===== src/rtl/seg7_pkg.sv =====
// Glyph table and helpers shared by the seven-segment scan driver.
package seg7_pkg;

    // Active-high glyphs in {g,f,e,d,c,b,a} order
    localparam logic [6:0] GLYPH_0 = 7'b0111111;
    localparam logic [6:0] GLYPH_1 = 7'b0000110;
    localparam logic [6:0] GLYPH_2 = 7'b1011011;
    localparam logic [6:0] GLYPH_3 = 7'b1001111;
    localparam logic [6:0] GLYPH_4 = 7'b1100110;
    localparam logic [6:0] GLYPH_5 = 7'b1101101;
    localparam logic [6:0] GLYPH_6 = 7'b1111101;
    localparam logic [6:0] GLYPH_7 = 7'b0000111;
    localparam logic [6:0] GLYPH_8 = 7'b1111111;
    localparam logic [6:0] GLYPH_9 = 7'b1101111;
    localparam logic [6:0] GLYPH_A = 7'b1110111;
    localparam logic [6:0] GLYPH_B = 7'b1111100;
    localparam logic [6:0] GLYPH_C = 7'b0111001;
    localparam logic [6:0] GLYPH_D = 7'b1011110;
    localparam logic [6:0] GLYPH_E = 7'b1111001;
    localparam logic [6:0] GLYPH_F = 7'b1110001;

    localparam logic [6:0] SEG_BLANK = 7'b0000000;

    // Nibble to active-high hex glyph
    function automatic logic [6:0] hex_to_seg(input logic [3:0] nibble);
        logic [6:0] g;
        case (nibble)
            4'h0: g = GLYPH_0;
            4'h1: g = GLYPH_1;
            4'h2: g = GLYPH_2;
            4'h3: g = GLYPH_3;
            4'h4: g = GLYPH_4;
            4'h5: g = GLYPH_5;
            4'h6: g = GLYPH_6;
            4'h7: g = GLYPH_7;
            4'h8: g = GLYPH_8;
            4'h9: g = GLYPH_9;
            4'hA: g = GLYPH_A;
            4'hB: g = GLYPH_B;
            4'hC: g = GLYPH_C;
            4'hD: g = GLYPH_D;
            4'hE: g = GLYPH_E;
            default: g = GLYPH_F;
        endcase
        return g;
    endfunction

endpackage


===== src/rtl/seg7_glyph_decoder.sv =====
// Per-digit combinational decoder: nibble to active-high glyph, forced dark when blanked.
module seg7_glyph_decoder
    import seg7_pkg::*;
(
    input  logic [3:0] nibble,
    input  logic       blank,
    output logic [6:0] seg
);

    assign seg = blank ? SEG_BLANK : hex_to_seg(nibble);

endmodule


===== src/rtl/seg7_scan_driver.sv =====
// Multiplexed seven-segment scan driver with double-buffered data, leading-zero
// blanking, per-digit decimal points, PWM brightness and a guard cycle per slot.
module seg7_scan_driver
    import seg7_pkg::*;
#(
    parameter int NUM_DIGITS     = 4,
    parameter int REFRESH_DIV    = 100000,
    parameter int BRIGHT_BITS    = 4,
    parameter bit SEG_ACTIVE_LOW = 1'b1,
    parameter bit AN_ACTIVE_LOW  = 1'b1,
    localparam int SEL_W         = (NUM_DIGITS > 1) ? $clog2(NUM_DIGITS) : 1
)(
    input  logic                      clk,
    input  logic                      reset,
    input  logic [4*NUM_DIGITS-1:0]   bcd_input,
    input  logic [NUM_DIGITS-1:0]     dp_input,
    input  logic                      load,
    input  logic                      blank_lz,
    input  logic [BRIGHT_BITS-1:0]    brightness,
    output logic [6:0]                seg,
    output logic                      dp,
    output logic [NUM_DIGITS-1:0]     an,
    output logic [SEL_W-1:0]          digit_sel,
    output logic                      frame_tick
);

    localparam int                    PRE_W     = $clog2(REFRESH_DIV);
    localparam logic [PRE_W-1:0]      PRE_LAST  = PRE_W'(REFRESH_DIV - 1);
    localparam logic [SEL_W-1:0]      SLOT_LAST = SEL_W'(NUM_DIGITS - 1);
    // Inactive pin levels; XOR with these applies output polarity
    localparam logic [6:0]            SEG_OFF   = {7{SEG_ACTIVE_LOW}};
    localparam logic [NUM_DIGITS-1:0] AN_OFF    = {NUM_DIGITS{AN_ACTIVE_LOW}};

    logic [PRE_W-1:0]                  presc;
    logic [SEL_W-1:0]                  slot;
    logic                              frame_end;

    logic [NUM_DIGITS-1:0][3:0]        pend_bcd;
    logic [NUM_DIGITS-1:0]             pend_dp;
    logic                              pend_vld;
    logic [NUM_DIGITS-1:0][3:0]        shadow_bcd;
    logic [NUM_DIGITS-1:0]             shadow_dp;

    logic [NUM_DIGITS-1:0]             lz_blank;
    logic                              zero_run;
    logic [NUM_DIGITS-1:0][6:0]        glyph;

    logic [PRE_W-1:0]                  on_cycles;
    logic                              lit;
    logic [6:0]                        seg_nxt;
    logic                              dp_nxt;
    logic [NUM_DIGITS-1:0]             an_nxt;

    // Frame boundary: last prescaler count of the last slot
    assign frame_end = (presc == PRE_LAST) && (slot == SLOT_LAST);

    // Prescaler and slot counter
    always_ff @(posedge clk) begin
        if (!reset) begin
            presc <= '0;
            slot  <= '0;
        end else if (presc == PRE_LAST) begin
            presc <= '0;
            slot  <= (slot == SLOT_LAST) ? '0 : slot + 1'b1;
        end else begin
            presc <= presc + 1'b1;
        end
    end

    // Pending/shadow buffers; shadow only moves on the frame boundary so a frame never tears
    always_ff @(posedge clk) begin
        if (!reset) begin
            pend_bcd   <= '0;
            pend_dp    <= '0;
            pend_vld   <= 1'b0;
            shadow_bcd <= '0;
            shadow_dp  <= '0;
        end else if (frame_end) begin
            // A load landing on the boundary is newer than anything pending
            if (load) begin
                shadow_bcd <= bcd_input;
                shadow_dp  <= dp_input;
            end else if (pend_vld) begin
                shadow_bcd <= pend_bcd;
                shadow_dp  <= pend_dp;
            end
            pend_vld <= 1'b0;
        end else if (load) begin
            pend_bcd <= bcd_input;
            pend_dp  <= dp_input;
            pend_vld <= 1'b1;
        end
    end

    // Leading-zero mask: walk down from the top digit while digits stay zero; digit 0 never blanks
    always_comb begin
        lz_blank = '0;
        zero_run = blank_lz;
        for (int k = NUM_DIGITS - 1; k >= 1; k--) begin
            zero_run    = zero_run && (shadow_bcd[k] == 4'h0);
            lz_blank[k] = zero_run;
        end
    end

    for (genvar k = 0; k < NUM_DIGITS; k++) begin : g_dig
        seg7_glyph_decoder u_dec (
            .nibble (shadow_bcd[k]),
            .blank  (lz_blank[k]),
            .seg    (glyph[k])
        );
    end

    assign on_cycles = PRE_W'(brightness);

    // Current-slot selection; anode lit for prescaler 1..brightness, prescaler 0 is the guard
    always_comb begin
        seg_nxt      = glyph[slot];
        dp_nxt       = shadow_dp[slot];
        lit          = (presc != '0) && (presc <= on_cycles);
        an_nxt       = '0;
        an_nxt[slot] = lit;
    end

    // Output registers with polarity applied
    always_ff @(posedge clk) begin
        if (!reset) begin
            seg        <= SEG_OFF;
            dp         <= SEG_ACTIVE_LOW;
            an         <= AN_OFF;
            digit_sel  <= '0;
            frame_tick <= 1'b0;
        end else begin
            seg        <= seg_nxt ^ SEG_OFF;
            dp         <= dp_nxt ^ SEG_ACTIVE_LOW;
            an         <= an_nxt ^ AN_OFF;
            digit_sel  <= slot;
            frame_tick <= frame_end;
        end
    end

endmodule


===== config.mk =====
export PLATFORM = sky130hd
export DESIGN_NAME = seg7_scan_driver
export DESIGN_NICKNAME = d
export VERILOG_FILES = /design/src/rtl/seg7_pkg.sv /design/src/rtl/seg7_glyph_decoder.sv /design/src/rtl/seg7_scan_driver.sv
export SDC_FILE = /design/constraint.sdc
export NUM_CORES = 1
export LEC_CHECK = 0
export CAP_MARGIN = 20
export CORE_MARGIN = 3
export CORE_UTILIZATION = 30
export DETAILED_ROUTE_END_ITERATION = 10
export PLACE_DENSITY = 0.52
export SLEW_MARGIN = 5
export SYNTH_ARGS = -nofsm -noshare
export SYNTH_HDL_FRONTEND = slang
export SYNTH_HIERARCHICAL = 1
export SYNTH_SLANG_ARGS = --single-unit
export TNS_END_PERCENT = 30

===== constraint.sdc =====
create_clock -name clk -period 2.6 [get_ports clk]
set_input_delay 0.65 -clock clk [delete_from_list [all_inputs] [get_ports clk]]
set_output_delay 0.65 -clock clk [all_outputs]
set_load 0.02 [all_outputs]

Word level (Yosys, flattened, before mapping). Memory sizes are Yosys's and may differ from the RTL's. A register that Yosys moved wholly into a read port is not among the register bits. Index checks and enable logic that the tools add are counted.

Bitwise operators: 6. Reductions and logical operators: 15. Multiplexer cells: 22. $add $sub $neg: 2. Eq/ne operators: 2. Order comparisons: 3.

Operators by type and width (number): $mux 4 (10); $mux 16 (2); $mux 7 (4); $add 17x1->17 const B (1); $eq 17x17->1 const B (1); $le 17x4->1 (1); $reduce_bool 17->1 (1); $bmux 7 s2 (1); $logic_not 4->1 (3); $not 7->7 (1); $logic_and 1x1->1 (6); $and 4x4->4 (1); $not 4->4 (1); $reduce_and 2->1 (2); $reduce_or 2->1 (2); $lt 2x3->1 const B (1); $not 1->1 (3); $add 2x1->2 const B (1); $bmux 1 s2 (1); $demux 1 s2 (1); $eq 2x2->1 const B (1); $ge 2x1->1 const B (1); $mux 1 (2); $mux 2 (1); $reduce_bool 2->1 (1).

Memories: 4. Bits of input ports: 28. ROM bits: 448. Bits in registers: 75. Output and inout bits: 15. Word-level logic and storage cells: 72.

Memories: (name not given) (words 16, width 7, rd ports 1, clocked after memory_dff 1, wr ports 0, RTL line seg7_pkg.sv:27) `case (nibble)`; (name not given) (words 16, width 7, rd ports 1, clocked after memory_dff 1, wr ports 0, RTL line seg7_pkg.sv:27); (name not given) (words 16, width 7, rd ports 1, clocked after memory_dff 1, wr ports 0, RTL line seg7_pkg.sv:27); (name not given) (words 16, width 7, rd ports 1, clocked after memory_dff 1, wr ports 0, RTL line seg7_pkg.sv:27).

Longest topological paths before layout.
Depth after elaboration: 8. Gate-level depth with buffers: 7. Gate-level depth less buffers: 7.

Modules after synthesis. The synthesis kept the hierarchy.

Modules (own cells, without submodules): seg7_scan_driver (instances 1, sequential area each 1501.4 µm², cells an instance 443, area each 3823.7 µm²); seg7_glyph_decoder (instances 4, sequential area each 0.0 µm², cells an instance 33, area each 269.0 µm²).

Worst setup path before layout. Ideal clock, no wire load.

Path type: flip-flop to flip-flop. Start point: register presc[1]. End point: register presc[10]. Required time: 2483 ps. Period minus slack after synthesis: 1970 ps. Setup slack: 630 ps. Stages on the path, launching flop included: 8. Arrival time: 1853 ps. Path buffers: 2. Library setup time: 117 ps. Cell sequence: dfxtp_1 -> ha_1 -> nand4_1 -> or4_1 -> buf_2 -> nand2_1 -> buf_2 -> nor2_1.

Cells in the longest elaborated chain, start to end: 2. Elaborated cells on any way between the ends: 3. Those cells by class: add/sub (1); eq/ne (1); reduce/logical (1).

Ends and longest elaborated chain: from (decl) (RTL line seg7_scan_driver.sv:34) `logic [PRE_W-1:0] presc;`; from (signal assigned) (RTL line seg7_scan_driver.sv:66) `presc <= presc + 1'b1;`; branches (longest 2 deep; another with $add 17x1->17).

Several ways; the timed one is not identified. A chain may end at the register's enable or synchronous reset.

Final worst setup path.
Start point: register presc[13]. End point: register presc[2].

Cells in the longest elaborated chain, start to end: 2.

Ends and longest elaborated chain: $eq 17x17->1 (RTL line seg7_scan_driver.sv:62) `end else if (presc == PRE_LAST) begin`; $reduce_or 2->1 (no line).

Every way passes these cells.

==> metrics.yaml <==
logic_synthesis:
  ys_ff_latch: 75
  synth_cells: 575
  ys.flop_type: "dfxtp_1"
  syn_avg_cell_area_um2: 8.521
  synth-seq-area-share_pct: 30.64
  yosys.area.top_type: "dfxtp_1"
  synthArstFlopShare_pct: 0
  synth_common_cells: "nand4_1 (86), dfxtp_1 (75), nand2_1 (43)"
  synth_enable_flop_cells: 0
  synth.most_common_cell: "nand4_1"
  ys_types: 44
  ys_warn_count: 6
  yosys.area.top_type_share_pct: 30.64
  syn_area_um2: 4900
  synth_area_leaders: "dfxtp_1 (31%), nand4_1 (11%), ha_1 (8.7%)"
setup_path:
  end_kind: "register"
  cp-start-kind: "register"
  worst-r2r-cell-count: 4
  worst-r2r-setup-slack_ns: 0.38
  timing.rr.start: "presc[13]$_SDFF_PP0_"
  crit_path_end: "presc[2]$_SDFF_PP0_"
  critPathLaunch: "presc[13]$_SDFF_PP0_"
  reg2reg_to: "presc[2]$_SDFF_PP0_"
  cp.required_ns: 2.80
  worstPathArrival_ns: 2.42
  path_max_fanout: 15
  crit_type: "reg2reg"
detailed_routing:
  wl_um: 12150
  first_pass_iters: 5
  first_iter_violations: 351
  ant_nets: 0
  wl_per_cell_um: 14.82
  vias_per_cell: 5.249
  drc: 0
  num_vias: 4304
final_layout:
  instances_no_fill: 820
  layout-drive-gt1-share_pct: 11.92
  diodes: 0
  area_growth_pct: 19.94
  final_nets: 661
floorplanning:
  io_pins: 43
  die_area_um2: 17900
  die_x_um: 133.8
  placementRows: 46
  initial_core_util_pct: 30.73
  die_y_um: 133.8
  core_area_um2: 15940
placement:
  pre_cts_slack_ns: 0.2692
  gp_congestion: 0.8595
  hpwl_um: 8472
  place_inst: 804
  io_buffers: 42
sta:
  hold_viol_final: 0
  fmax_mhz: 451.2
  fin_crit_ns: 2.217
  worst_pin_slew_ns: 0.7476
  setup-tns-final_ns: 0
  relSlewSlack_pct: 49.53
  worst_slack_ns: 0.3835
  grt_setup_unrepaired: "no"
  finalSetupViolations: 0
  drv_slew: 0
  fin_skew_ns: 0.006043
  final.period_utilization_pct: 85.25
min_path:
  holdCritPathClass: "reg2reg"
global_route:
  grt_max_degree: 59
  grt_usage_pct: 13.77
  grt_pass1_vias: 3992
  grt_first_pass_wirelength_um: 20220
  antenna_found_initial: 0
  grt.overflow.total: 0
power_and_ir_drop:
  leakagePower_nw: 2.097
  peakVddDrop_uv: 345.3
  power_density_nw_per_um2: 500.6
clocking:
  clk_latency_ns: 0.33
  h-tree-depth: 3
  clkTransAtPathRegs_ns: 0.06
  cts.path.max_buffers: 2
  cts_tree: "done"
  cts_setup_buffers: 0
  cts-hold-fix-buffers: 0
  cts.repair.resized: 0
  cts-root-buf: "clkbuf_16"
  cts_buffers: 9
  clock-sinks: 75
flow_run:
  maxCapViolations: 0
outcome:
  status: "complete, no violations"
sequential cells by signal, indices dropped and copies added, names as in the netlist:
register    cells
slot            2
frame_tick      1
digit_sel       2
pend_bcd       16
seg             7
pend_vld        1
presc          17
dp              1
an              4
shadow_bcd     16
pend_dp         4
shadow_dp       4
cells in the final DEF, fill, tap and decap left out, types with 24 or more instances in the layout:
master,Yosys,routed
nand4_1,86,86
dfxtp_1,75,75
nand2_1,43,43
nor2_1,41,41
clkdlybuf4s50_1,0,40
ha_1,34,34
inv_1,28,28
nand3_1,25,25
o21ai_0,25,25
mux2_2,24,24
through the flow:
step | hold slack [ns] | instance area (um^2) | power, mW | utilization (%)
floorplan | 0.4252 | 4922 | 1.415 | -
global placement | 0.4395 | 5529 | 1.524 | 34.68
detailed placement | 0.4460 | 5529 | 1.532 | 34.68
CTS | 0.4533 | 5877 | 2.989 | 36.86
global route | 0.4768 | 5877 | 3.068 | 36.86
finish | 0.4550 | 5877 | 2.942 | 36.86
worst max-delay path, stage by stage, from the launching register on:
cell and delay [ns]:
dfxtp_1 0.34, or4_4 0.57, or4_1 0.60, nand2_1 0.47, nor2_1 0.11
cell families after synthesis:
kind of cell / Yosys count / synth area share [%]
AO/OA/AOI/OAI: 63 / 8.402
XOR/XNOR: 14 / 2.503
buffers and inverters: 79 / 6.843
multiplexers: 48 / 13.79
adder cells (fa/ha/maj): 34 / 8.682
other: 1 / 0.07654
flip-flops: 75 / 30.64
AND/OR/NAND/NOR: 261 / 29.06
per-layer routing:
| metal | vias to the layer above | global-route usage [%] | routed length (um) |
|---|---|---|---|
| li1 | 2168 | - | - |
| met4 | 0 | 3.314 | 112 |
| met5 | - | 0 | 0 |
| met1 | 2026 | 20.11 | 6111 |
| met2 | 101 | 20.10 | 5259 |
| met3 | 9 | 3.826 | 667 |
area by class of cell:
cell class	count	area, um^2
timing repair buffer	58	558.0
multi-input combinational	427	3094
fill	1602	10070
inverter	28	105.1
clock inverter	3	67.56
tap	216	270.3
sequential	75	1501
clock buffer	13	280.3
power by group:
group	leakage (nW)	internal (mW)	switching, mW
clock network	0.168	0.946	0.490
logic	1.32	0.141	0.144
registers	0.613	1.19	0.0295
total	2.10	2.28	0.664
worst min path at each step:
stage	from	slack, ns	endpoint	cells after the start
final	shadow_dp[3]$_SDFFE_PN0P_	0.46	shadow_dp[3]$_SDFFE_PN0P_	2
after global routing	shadow_dp[3]$_SDFFE_PN0P_	0.48	shadow_dp[3]$_SDFFE_PN0P_	2
after CTS	shadow_dp[3]$_SDFFE_PN0P_	0.45	shadow_dp[3]$_SDFFE_PN0P_	2
after detailed placement	shadow_dp[3]$_SDFFE_PN0P_	0.45	shadow_dp[3]$_SDFFE_PN0P_	2
after global placement	shadow_dp[3]$_SDFFE_PN0P_	0.44	shadow_dp[3]$_SDFFE_PN0P_	2
after floorplan	shadow_dp[3]$_SDFFE_PN0P_	0.43	shadow_dp[3]$_SDFFE_PN0P_	2
Power figures use the tool's default switching activity.
